`config.mk`:
```
export PLATFORM = sky130hd
export DESIGN_NAME = mem_stage_mc
export DESIGN_NICKNAME = d
export VERILOG_FILES = /design/src/rtl/mips_pkg.sv /design/src/rtl/mem_lane_align.sv /design/src/rtl/mem_stage_mc.sv
export SDC_FILE = /design/constraint.sdc
export NUM_CORES = 1
export LEC_CHECK = 0
export ABC_CLOCK_PERIOD_IN_PS = 2800
export BUFFER_PORTS_ARGS = -buffer_cell sky130_fd_sc_hd__buf_2
export CORE_ASPECT_RATIO = 0.6
export CORE_UTILIZATION = 50
export DETAILED_ROUTE_END_ITERATION = 6
export PLACE_DENSITY = 0.88
export SLEW_MARGIN = 20
export SYNTH_ARGS = -nofsm -noshare
export SYNTH_HDL_FRONTEND = slang
export SYNTH_SLANG_ARGS = --single-unit
```
`constraint.sdc`:
```
create_clock -name clk -period 2.8 [get_ports clk]
set_input_delay 0.28 -clock clk [delete_from_list [all_inputs] [get_ports clk]]
set_output_delay 0.28 -clock clk [all_outputs]
set_load 0.005 [all_outputs]
```
`src/rtl/mips_pkg.sv`:
```
// Purpose: shared access-size encoding, memory-stage FSM state type and size helper.
// Latency: n/a (declarations only).
// Backpressure: n/a.
package mips_pkg;

    localparam logic [1:0] SZ_BYTE  = 2'd0;
    localparam logic [1:0] SZ_HALF  = 2'd1;
    localparam logic [1:0] SZ_WORD  = 2'd2;
    localparam logic [1:0] SZ_DWORD = 2'd3;

    typedef enum logic [1:0] {
        ST_IDLE   = 2'd0,
        ST_ACCESS = 2'd1,
        ST_DONE   = 2'd2
    } mem_state_e;

    // A dword request on a 32-bit datapath cannot be honoured; treat it as a word.
    function automatic logic [1:0] clamp_size(input logic [1:0] sz, input int data_w);
        logic [1:0] res;
        res = sz;
        if (data_w < 64 && sz == SZ_DWORD) begin
            res = SZ_WORD;
        end
        return res;
    endfunction

endpackage

```
`src/rtl/mem_lane_align.sv`:
```
// Purpose: byte-lane enables, store-data lane replication and load-data shift/extend.
// Latency: purely combinational.
// Backpressure: none; caller must present a size-aligned offset.
module mem_lane_align
    import mips_pkg::*;
#(
    parameter int DATA_W = 32,
    localparam int NB    = DATA_W / 8,
    localparam int OFF_W = $clog2(NB)
) (
    input  logic [1:0]        size_i,
    input  logic [OFF_W-1:0]  off_i,
    input  logic              sext_i,
    input  logic [DATA_W-1:0] st_val_i,
    input  logic [DATA_W-1:0] rdata_i,
    output logic [NB-1:0]     be_o,
    output logic [DATA_W-1:0] wdata_o,
    output logic [DATA_W-1:0] ld_val_o
);

    logic [NB-1:0]     be_base;
    logic [DATA_W-1:0] shifted;
    logic [DATA_W-1:0] keep_mask;
    logic              sign_bit;

    // Per-size lane mask and sign position, then shift lanes into place.
    always_comb begin
        be_base   = '0;
        keep_mask = '0;
        sign_bit  = 1'b0;
        shifted   = rdata_i >> {off_i, 3'b000};
        case (size_i)
            SZ_BYTE: begin
                be_base   = NB'(8'h01);
                keep_mask = DATA_W'(8'hFF);
                sign_bit  = shifted[7];
            end
            SZ_HALF: begin
                be_base   = NB'(8'h03);
                keep_mask = DATA_W'(16'hFFFF);
                sign_bit  = shifted[15];
            end
            SZ_WORD: begin
                be_base   = NB'(8'h0F);
                keep_mask = DATA_W'(32'hFFFF_FFFF);
                sign_bit  = shifted[31];
            end
            default: begin
                be_base   = '1;
                keep_mask = '1;
                sign_bit  = shifted[DATA_W-1];
            end
        endcase
        be_o     = be_base << off_i;
        ld_val_o = (shifted & keep_mask) | (~keep_mask & {DATA_W{sext_i & sign_bit}});
    end

    // Offsets are size-aligned, so lane i carries store byte (i mod size).
    for (genvar i = 0; i < NB; i++) begin : g_lane
        assign wdata_o[8*i +: 8] = (size_i == SZ_BYTE) ? st_val_i[7:0] :
                                   (size_i == SZ_HALF) ? st_val_i[8*(i%2) +: 8] :
                                   (size_i == SZ_WORD) ? st_val_i[8*(i%4) +: 8] :
                                                         st_val_i[8*(i%NB) +: 8];
    end

endmodule

```
`src/rtl/mem_stage_mc.sv`:
```
// Purpose: multi-cycle load/store stage (IDLE/ACCESS/DONE) with timeout; MEM_STAGE_MISALIGN_CHK_EN enables alignment errors.
// Latency: request cycle + ACCESS cycles until sram_ready (>=1) + one DONE cycle.
// Backpressure: mem_busy freezes the pipeline from the request cycle until DONE; requests outside IDLE are ignored.
module mem_stage_mc
    import mips_pkg::*;
#(
    parameter int DATA_W  = 32,
    parameter int TIMEOUT = 15
) (
    input  logic                clk,
    input  logic                rst_n,
    input  logic                MEM_R_EN_in,
    input  logic                MEM_W_EN_in,
    input  logic [1:0]          size_in,
    input  logic                sign_ext_in,
    input  logic [DATA_W-1:0]   ALU_result_in,
    input  logic [DATA_W-1:0]   ST_val,
    output logic [DATA_W-1:0]   sram_addr,
    output logic [DATA_W-1:0]   sram_wdata,
    output logic [DATA_W/8-1:0] sram_be,
    output logic                sram_re,
    output logic                sram_we,
    input  logic [DATA_W-1:0]   sram_rdata,
    input  logic                sram_ready,
    output logic                mem_busy,
    output logic [DATA_W-1:0]   MEM_read_value,
    output logic                rd_valid,
    output logic                mem_err
);

    localparam int NB    = DATA_W / 8;
    localparam int OFF_W = $clog2(NB);
    localparam int CNT_W = $clog2(TIMEOUT + 1);

    mem_state_e        state_q, state_d;
    logic [CNT_W-1:0]  cnt_q, cnt_d;
    logic              is_ld_q, sext_q, fail_q, err_q;
    logic [1:0]        size_q;
    logic [DATA_W-1:0] addr_q, st_q, rval_q;

    logic              req, misal, is_idle;
    logic              misal_err, timeout;
    logic [1:0]        sz_eff;
    logic [DATA_W-1:0] low_mask, addr_al;
    logic [1:0]        lane_size;
    logic [OFF_W-1:0]  lane_off;
    logic [DATA_W-1:0] lane_st, lane_wdata, lane_ld;
    logic [NB-1:0]     lane_be;

    // Gating with rst_n keeps every output low while reset is held.
    assign req      = rst_n & (MEM_R_EN_in | MEM_W_EN_in);
    assign sz_eff   = clamp_size(size_in, DATA_W);
    assign low_mask = DATA_W'((8'd1 << sz_eff) - 8'd1);
    assign addr_al  = ALU_result_in & ~low_mask;
    assign is_idle  = (state_q == ST_IDLE);

`ifdef MEM_STAGE_MISALIGN_CHK_EN
    assign misal = |(ALU_result_in & low_mask);
`else
    assign misal = 1'b0;
`endif

    // Lane logic sees the live request in IDLE and the latched request afterwards.
    assign lane_size = is_idle ? sz_eff : size_q;
    assign lane_off  = is_idle ? addr_al[OFF_W-1:0] : addr_q[OFF_W-1:0];
    assign lane_st   = is_idle ? ST_val : st_q;

    mem_lane_align #(.DATA_W(DATA_W)) u_lane (
        .size_i   (lane_size),
        .off_i    (lane_off),
        .sext_i   (sext_q),
        .st_val_i (lane_st),
        .rdata_i  (sram_rdata),
        .be_o     (lane_be),
        .wdata_o  (lane_wdata),
        .ld_val_o (lane_ld)
    );

    // Next state and memory-request outputs.
    always_comb begin
        state_d    = state_q;
        cnt_d      = cnt_q;
        sram_addr  = '0;
        sram_wdata = '0;
        sram_be    = '0;
        sram_re    = 1'b0;
        sram_we    = 1'b0;
        mem_busy   = 1'b0;
        misal_err  = 1'b0;
        timeout    = 1'b0;
        case (state_q)
            ST_IDLE: begin
                if (req) begin
                    mem_busy = 1'b1;
                    cnt_d    = '0;
                    if (misal) begin
                        misal_err = 1'b1;
                        state_d   = ST_DONE;
                    end else begin
                        sram_re    = ~MEM_W_EN_in;
                        sram_we    = MEM_W_EN_in;
                        sram_addr  = addr_al;
                        sram_wdata = lane_wdata;
                        sram_be    = lane_be;
                        state_d    = ST_ACCESS;
                    end
                end
            end
            ST_ACCESS: begin
                mem_busy   = 1'b1;
                sram_re    = is_ld_q;
                sram_we    = ~is_ld_q;
                sram_addr  = addr_q;
                sram_wdata = lane_wdata;
                sram_be    = lane_be;
                if (sram_ready) begin
                    state_d = ST_DONE;
                end else if (cnt_q == CNT_W'(TIMEOUT - 1)) begin
                    timeout = 1'b1;
                    state_d = ST_DONE;
                end else begin
                    cnt_d = cnt_q + 1'b1;
                end
            end
            default: begin
                state_d = ST_IDLE;
            end
        endcase
    end

    // FSM state and ACCESS wait counter.
    always_ff @(posedge clk or negedge rst_n) begin
        if (!rst_n) begin
            state_q <= ST_IDLE;
            cnt_q   <= '0;
        end else begin
            state_q <= state_d;
            cnt_q   <= cnt_d;
        end
    end

    // Request latch, load result capture and sticky error.
    always_ff @(posedge clk or negedge rst_n) begin
        if (!rst_n) begin
            is_ld_q <= 1'b0;
            sext_q  <= 1'b0;
            size_q  <= SZ_BYTE;
            addr_q  <= '0;
            st_q    <= '0;
            fail_q  <= 1'b0;
            rval_q  <= '0;
            err_q   <= 1'b0;
        end else begin
            if (is_idle && req) begin
                is_ld_q <= ~MEM_W_EN_in;
                sext_q  <= sign_ext_in;
                size_q  <= sz_eff;
                addr_q  <= addr_al;
                st_q    <= ST_val;
                fail_q  <= misal;
            end
            if (timeout) begin
                fail_q <= 1'b1;
            end
            if (state_q == ST_ACCESS && sram_ready && is_ld_q) begin
                rval_q <= lane_ld;
            end
            if (misal_err || timeout) begin
                err_q <= 1'b1;
            end
        end
    end

    assign rd_valid       = (state_q == ST_DONE) && is_ld_q && !fail_q;
    assign MEM_read_value = rval_q;
    assign mem_err        = err_q;

endmodule

```
==> results.yml, run 1 <==
yosys:
  synth.net_count: 834
  synth_top_area_share_pct: 46.0
  yosysWarnings: 0
  syn_inst: 728
  synth.cell_area_sq_um: 5870
  synth.avg_cell_area_sq_um: 8.06
  synth_ff_type: "dfrtp_1"
  ys_types: 48
  ys_ff_latch: 108
  synth_area_leaders: "dfrtp_1 46%, nand2_1 22%, mux2i_1 5.5%, mux4_2 3.1%, nor2_1 2.9%"
  synth_edf_count: 0
  synth_seq_area_share_pct: 46.0
  yosysTopAreaCell: "dfrtp_1"
  async_reset_ff_share_pct: 100
final_layout:
  fill_cells: 970
  drive_gt1_share_pct: 29.0
  nNetsFinal: 1033
  fin_area_sq_um: 7450
  seq_area_sq_um: 2700
  instances_no_fill: 1092
  antenna_cells: 0
  syn2layout_area_growth_pct: 26.9
  multi_input_area_sq_um: 2990
critical_path:
  crit_slowest_cell: "dfrtp_1"
  crit_fanout: 30
  arrival_ns: 2.38
  path_cells: "or2_2 -> buf_4 -> buf_12 -> nor2_4 -> buf_12 -> nand2_1 -> nand2_1 -> buf_2"
  crit_buf_inv: 4
  cp-end-kind: "primary output"
  cpPeakStageDelay_ns: 0.38
  crit_type: "reg -> out"
  worstSetupStartpointType: "flop"
  r2r_slack_ns: 0.39
  required_ns: 2.52
  critical_path.top_delay_family: "simple AND/OR/NAND/NOR gates"
sta:
  post-route-min-period_ns: 2.66
  fmax_mhz: 376
  relSlewSlack_pct: 52.7
  hold_viol_final: 0
  finalSetupViolCount: 0
  holdWs_ns: 0.111
  grt_setup_unrepaired: "no"
  finalSetupTns_ns: 0
  tightest_slew_ns: 0.709
  skew_ns: 0.00924
  setup_slack_ns: 0.139
  period_share_pct: 95.0
  drv_slew: 0
clocking:
  htreeDepth: 3
  clkLatencyLatePin_ns: 0.35
  cts_num_sinks: 108
  tritoncts: "done"
  clkTransAtPathRegs_ns: 0.07
  cts_root_buffer: "clkbuf_16"
  cts_setup_buffers: 0
  cts_inserted_buffers: 9
  cts_max_path_buffers: 2
grt:
  grtUsageTotal_pct: 28.4
  grt_overflow_total: 0
  grt_max_degree: 58
  grt_pass1_wl_um: 26700
  grt_antenna_before_repair: 0
  grt_pass1_vias: 5196
floorplan:
  dieArea_sq_um: 12200
  ioPinCount: 209
  start_util_pct: 51.6
  fp.dieW_um: 142
  row_count: 30
  die_y_um: 85.9
  core_sq_um: 11400
place:
  dp_hpwl_um: 12600
  place.gp.congestion: 0.868
  io_buffers: 208
  place_inst: 1076
  dpl_cell_area_sq_um: 7150
  pre_cts_slack_ns: 0.444
detailed_routing:
  routed_wl_um: 17000
  ant_nets: 0
  drc: 0
  vias: 5820
  avgViaCountPerCell: 5.33
  drt_iter0_drc: 470
  drtPass1Iterations: 5
  wl_per_cell_um: 15.6
flow_run:
  drv_cap: 0
pwr:
  p_per_area_nw_per_um2: 1110
  peakVddDrop_v: 0.000520
  leakage_nw: 4.24
status:
  status: "complete, no violations"
min_path:
  hp-class: "in -> async"
==> where the power goes <==
part | total, mW | internal (mW) | switching [mW]
Sequential | 2.69 | 2.25 | 0.442
Clock | 1.23 | 0.636 | 0.589
Combinational | 4.38 | 1.88 | 2.50
Total | 8.30 | 4.77 | 3.53
==> per-stage QoR <==
step	util (%)	power, mW
after global routing	65.5	8.95
final	65.5	8.30
after floorplan	-	5.31
after global placement	62.9	6.91
after detailed placement	62.9	7.02
after CTS	65.4	8.28
==> layout make-up <==
type	instances	share of cell area, %
Clock buffer	10	3.21
Multi-Input combinational cell	573	40.1
Sequential cell	108	36.3
Clock inverter	6	0.621
Timing Repair Buffer	229	16.7
Inverter	6	0.403
Tap cell	160	2.69
==> Yosys cell counts, types with 2 or more instances <==
cell type / n
a21oi_1: 16
buf_2: 8
inv_1: 5
dfrtp_1: 108
o21ai_0: 28
or3_1: 3
a31oi_1: 2
nor3_1: 4
a22oi_1: 8
clkbuf_1: 30
mux4_2: 8
ha_1: 2
o211ai_1: 7
nand4_1: 2
nor2_1: 46
o21a_1: 3
mux2i_1: 32
nand3_1: 18
nand2b_1: 3
and3_1: 6
xor2_1: 2
or2_1: 2
a21o_1: 2
a221oi_1: 8
nand2_1: 337
and2_1: 9
buf_1: 2
a221o_1: 7
==> cell usage in the layout, fill, tap and decap left out, drive strengths merged, types with 2 or more instances in the layout <==
cell	n
nand3	18
dfrtp	108
clkinv	3
nand2b	3
nand2	337
or3	3
nor2	46
mux4	8
o21ai	29
a221o	7
xor2	2
inv	6
nand4	2
mux2i	32
a221oi	8
clkinvlp	3
clkbuf	10
o211ai	7
and3	6
or2	3
nor3	4
mux2	2
a31oi	3
a22oi	9
and2	9
buf	229
o21a	3
ha	2
o32ai	2
a21oi	16
a21o	2
==> state kept, by name, summed over array words and instances, names as in the netlist <==
signal          cells
MEM_read_value     32
addr_q             32
st_q               32
cnt_q               4
size_q              2
state_q             2
fail_q              1
is_ld_q             1
mem_err             1
sext_q              1
==> metal layers <==
layer	GRT usage, %	share of wire, %	up-vias
met4	7.72	1.4	0
met5	0	0	-
met1	42.8	48	2724
li1	-	-	2809
met2	40.1	42	267
met3	7.26	8.4	20
==> logic make-up after synthesis <==
| family | after synthesis | share of synthesized area [%] |
|---|---|---|
| buffers and inverters | 47 | 3.30 |
| muxes | 42 | 8.97 |
| and+or+nand+nor | 434 | 29.6 |
| adders and majority gates | 2 | 0.426 |
| AOI/OAI and AO/OA | 93 | 11.4 |
| xor gates and xnor gates | 2 | 0.298 |
| DFF | 108 | 46.0 |
==> final timing paths <==
kind | start | to | depth (start not counted)
max | state_q[0] | sram_addr[30] | 8
min | rst_n | addr_q[29] | 2
max reg2reg | state_q[0] | MEM_read_value[30] | 7
min reg2reg | MEM_read_value[7] | MEM_read_value[7] | 2
max in group asynchronous | rst_n | st_q[25] | 3
min in group clk | ST_val[18] | st_q[18] | 3
==> worst register-to-register path, cell delays in order (launching register included) <==
cell       delay (ns)
dfrtp_1          0.38
or2_2            0.38
buf_4            0.22
o21a_1           0.28
mux2_4           0.36
a2bb2oi_2        0.22
a31oi_4          0.17
a221o_1          0.30
==> timing repair <==
| item | in CTS | in global routing |
|---|---|---|
| setup endpoints to repair | 0 | 19 |
| resized for setup | 0 | 4 |
| hold buffers | 0 | 0 |
Power figures use the tool's default switching activity.
==> inputs of run 2 (changes only) <==
--- a/config.mk
+++ b/config.mk
@@ -10,7 +10,7 @@
 export CORE_ASPECT_RATIO = 0.6
 export CORE_UTILIZATION = 50
 export DETAILED_ROUTE_END_ITERATION = 6
-export PLACE_DENSITY = 0.88
+export PLACE_DENSITY = 0.9
 export SLEW_MARGIN = 20
 export SYNTH_ARGS = -nofsm -noshare
 export SYNTH_HDL_FRONTEND = slang
==> results.yml, run 2 (synthesis results as in run 1) <==
clocking:
  cts_num_sinks: 108
  postCtsHoldBufs: 0
  htreeDepth: 3
  cts_inserted_buffers: 9
  cts_root_buffer: "clkbuf_16"
  cts_setup_buffers: 0
  clkTransAtPathRegs_ns: 0.07
  cts_max_path_buffers: 2
  tritoncts: "done"
  clkLatencyLatePin_ns: 0.34
critical_path:
  arrival_ns: 2.32
  cp-end-kind: "primary output"
  critical_path.top_delay_family: "buffers and inverters"
  crit_type: "reg -> out"
  path_cells: "or2_2 -> buf_4 -> buf_4 -> mux4_2 -> and2_1 -> buf_2"
  cpPeakStageDelay_ns: 0.55
  crit_slowest_cell: "mux4_2"
  required_ns: 2.52
  crit_fanout: 19
  crit_buf_inv: 3
  crit_top_cell: "buf_4"
  worstSetupStartpointType: "flop"
sta:
  post-route-min-period_ns: 2.60
  hold_viol_final: 0
  fmax_mhz: 385
  finalSetupTns_ns: 0
  relSlewSlack_pct: 45.3
  holdWs_ns: 0.0489
  drv_slew: 0
  grt_setup_unrepaired: "no"
  tightest_slew_ns: 0.821
  skew_ns: 0.00853
  period_share_pct: 92.9
  finalSetupViolCount: 0
status:
  violations: "DRC"
  status: "complete, but fails checks"
flow_run:
  drv_cap: 0
floorplan:
  fp.dieW_um: 142
  start_util_pct: 51.6
  dieArea_sq_um: 12200
  row_count: 30
  ioPinCount: 209
  die_y_um: 85.9
  core_sq_um: 11400
detailed_routing:
  vias: 5938
  drtPass1Iterations: 7
  avgViaCountPerCell: 5.45
  routed_wl_um: 17300
  drc: 7
  ant_nets: 0
  wl_per_cell_um: 15.8
  drt_iter0_drc: 550
pwr:
  power_mw: 8.29
  peakVddDrop_v: 0.000553
  p_per_area_nw_per_um2: 1120
  leakage_nw: 4.22
final_layout:
  syn2layout_area_growth_pct: 26.3
  nNetsFinal: 1032
  mostFrequentLayoutCell: "nand2_1"
  fin_area_sq_um: 7410
  mostFrequentLayoutCells: "335 x nand2_1, 207 x buf_2, 108 x dfrtp_1, 44 x nor2_1, 32 x mux2i_1"
  drive_gt1_share_pct: 28.6
place:
  dp_hpwl_um: 12700
  dpl_cell_area_sq_um: 7120
  io_buffers: 208
  place.gp.congestion: 0.897
grt:
  grtUsageTotal_pct: 29.1
  grt_max_degree: 68
  grt_pass1_wl_um: 27600
  grt_overflow_total: 0
  grt_antenna_before_repair: 1
  grt_pass1_vias: 5393
min_path:
  hp-class: "in -> async"
## run 2: cell types whose count changed in the layout (fill, tap and decap cells not counted), sizes merged
cell      previous run  this run
clkinvlp             3         5
bufinv               0         1
clkinv               3         0
buf                229       228
inv                  6         4
diode                0         1
## run 2: worst paths after layout
kind                                  start                  to  slack [ns]  cells past startpoint
max in group asynchronous             rst_n  MEM_read_value[20]        1.49                      3
max reg2reg                      state_q[0]  MEM_read_value[10]        0.41                      7
max                              state_q[0]      sram_wdata[21]        0.20                      6
min reg2reg                      addr_q[21]          addr_q[21]        0.48                      2
min                                   rst_n           addr_q[1]        0.05                      2
min in group clk           ALU_result_in[6]           addr_q[6]        0.14                      3
## run 2: metal layers
metal	track usage [%]	vias to the layer above	wire, um
met5	0	-	0
met2	42.5	317	7350
li1	-	2806	-
met4	8.02	0	280
met1	44.0	2778	8220
met3	5.58	37	1410
## run 2: final cells by class
type | instances | area, sq um
tap | 160 | 200
multi-input combinational | 573 | 2990
clock buffer | 10 | 229
clock inverter | 4 | 52.6
antenna | 1 | 2.50
inverter | 6 | 30.0
timing repair buffer | 228 | 1210
fill | 974 | 3960
sequential | 108 | 2700
## run 2: per-stage QoR
| step | utilization [%] | setup slack [ns] | instances |
|---|---|---|---|
| after floorplan | - | 0.620 | 728 |
| after detailed placement | 62.6 | 0.432 | 1075 |
| after global placement | 62.6 | 0.490 | 1075 |
| final | 65.2 | 0.200 | 1090 |
| after global routing | 65.1 | 0.0445 | 1089 |
| after CTS | 65.1 | 0.0565 | 1089 |
## run 2: power by group
group	leakage (nW)	internal (mW)	switching, mW
Clock	0.127	0.684	0.557
Combinational	2.72	1.83	2.50
Sequential	1.37	2.25	0.461
## run 2: worst reg2reg max path, stage by stage (launching register included)
cell and delay, ns:
dfrtp_1 0.34, buf_4 0.19, inv_1 0.15, nor2_2 0.17
nand3_1 0.48, nor2_1 0.69, a22oi_1 0.17, nand2_1 0.13
## run 2: what timing repair did
action	CTS	global route
resized for setup	0	3
endpoints found under the hold margin	0	0
setup endpoints to repair	0	15
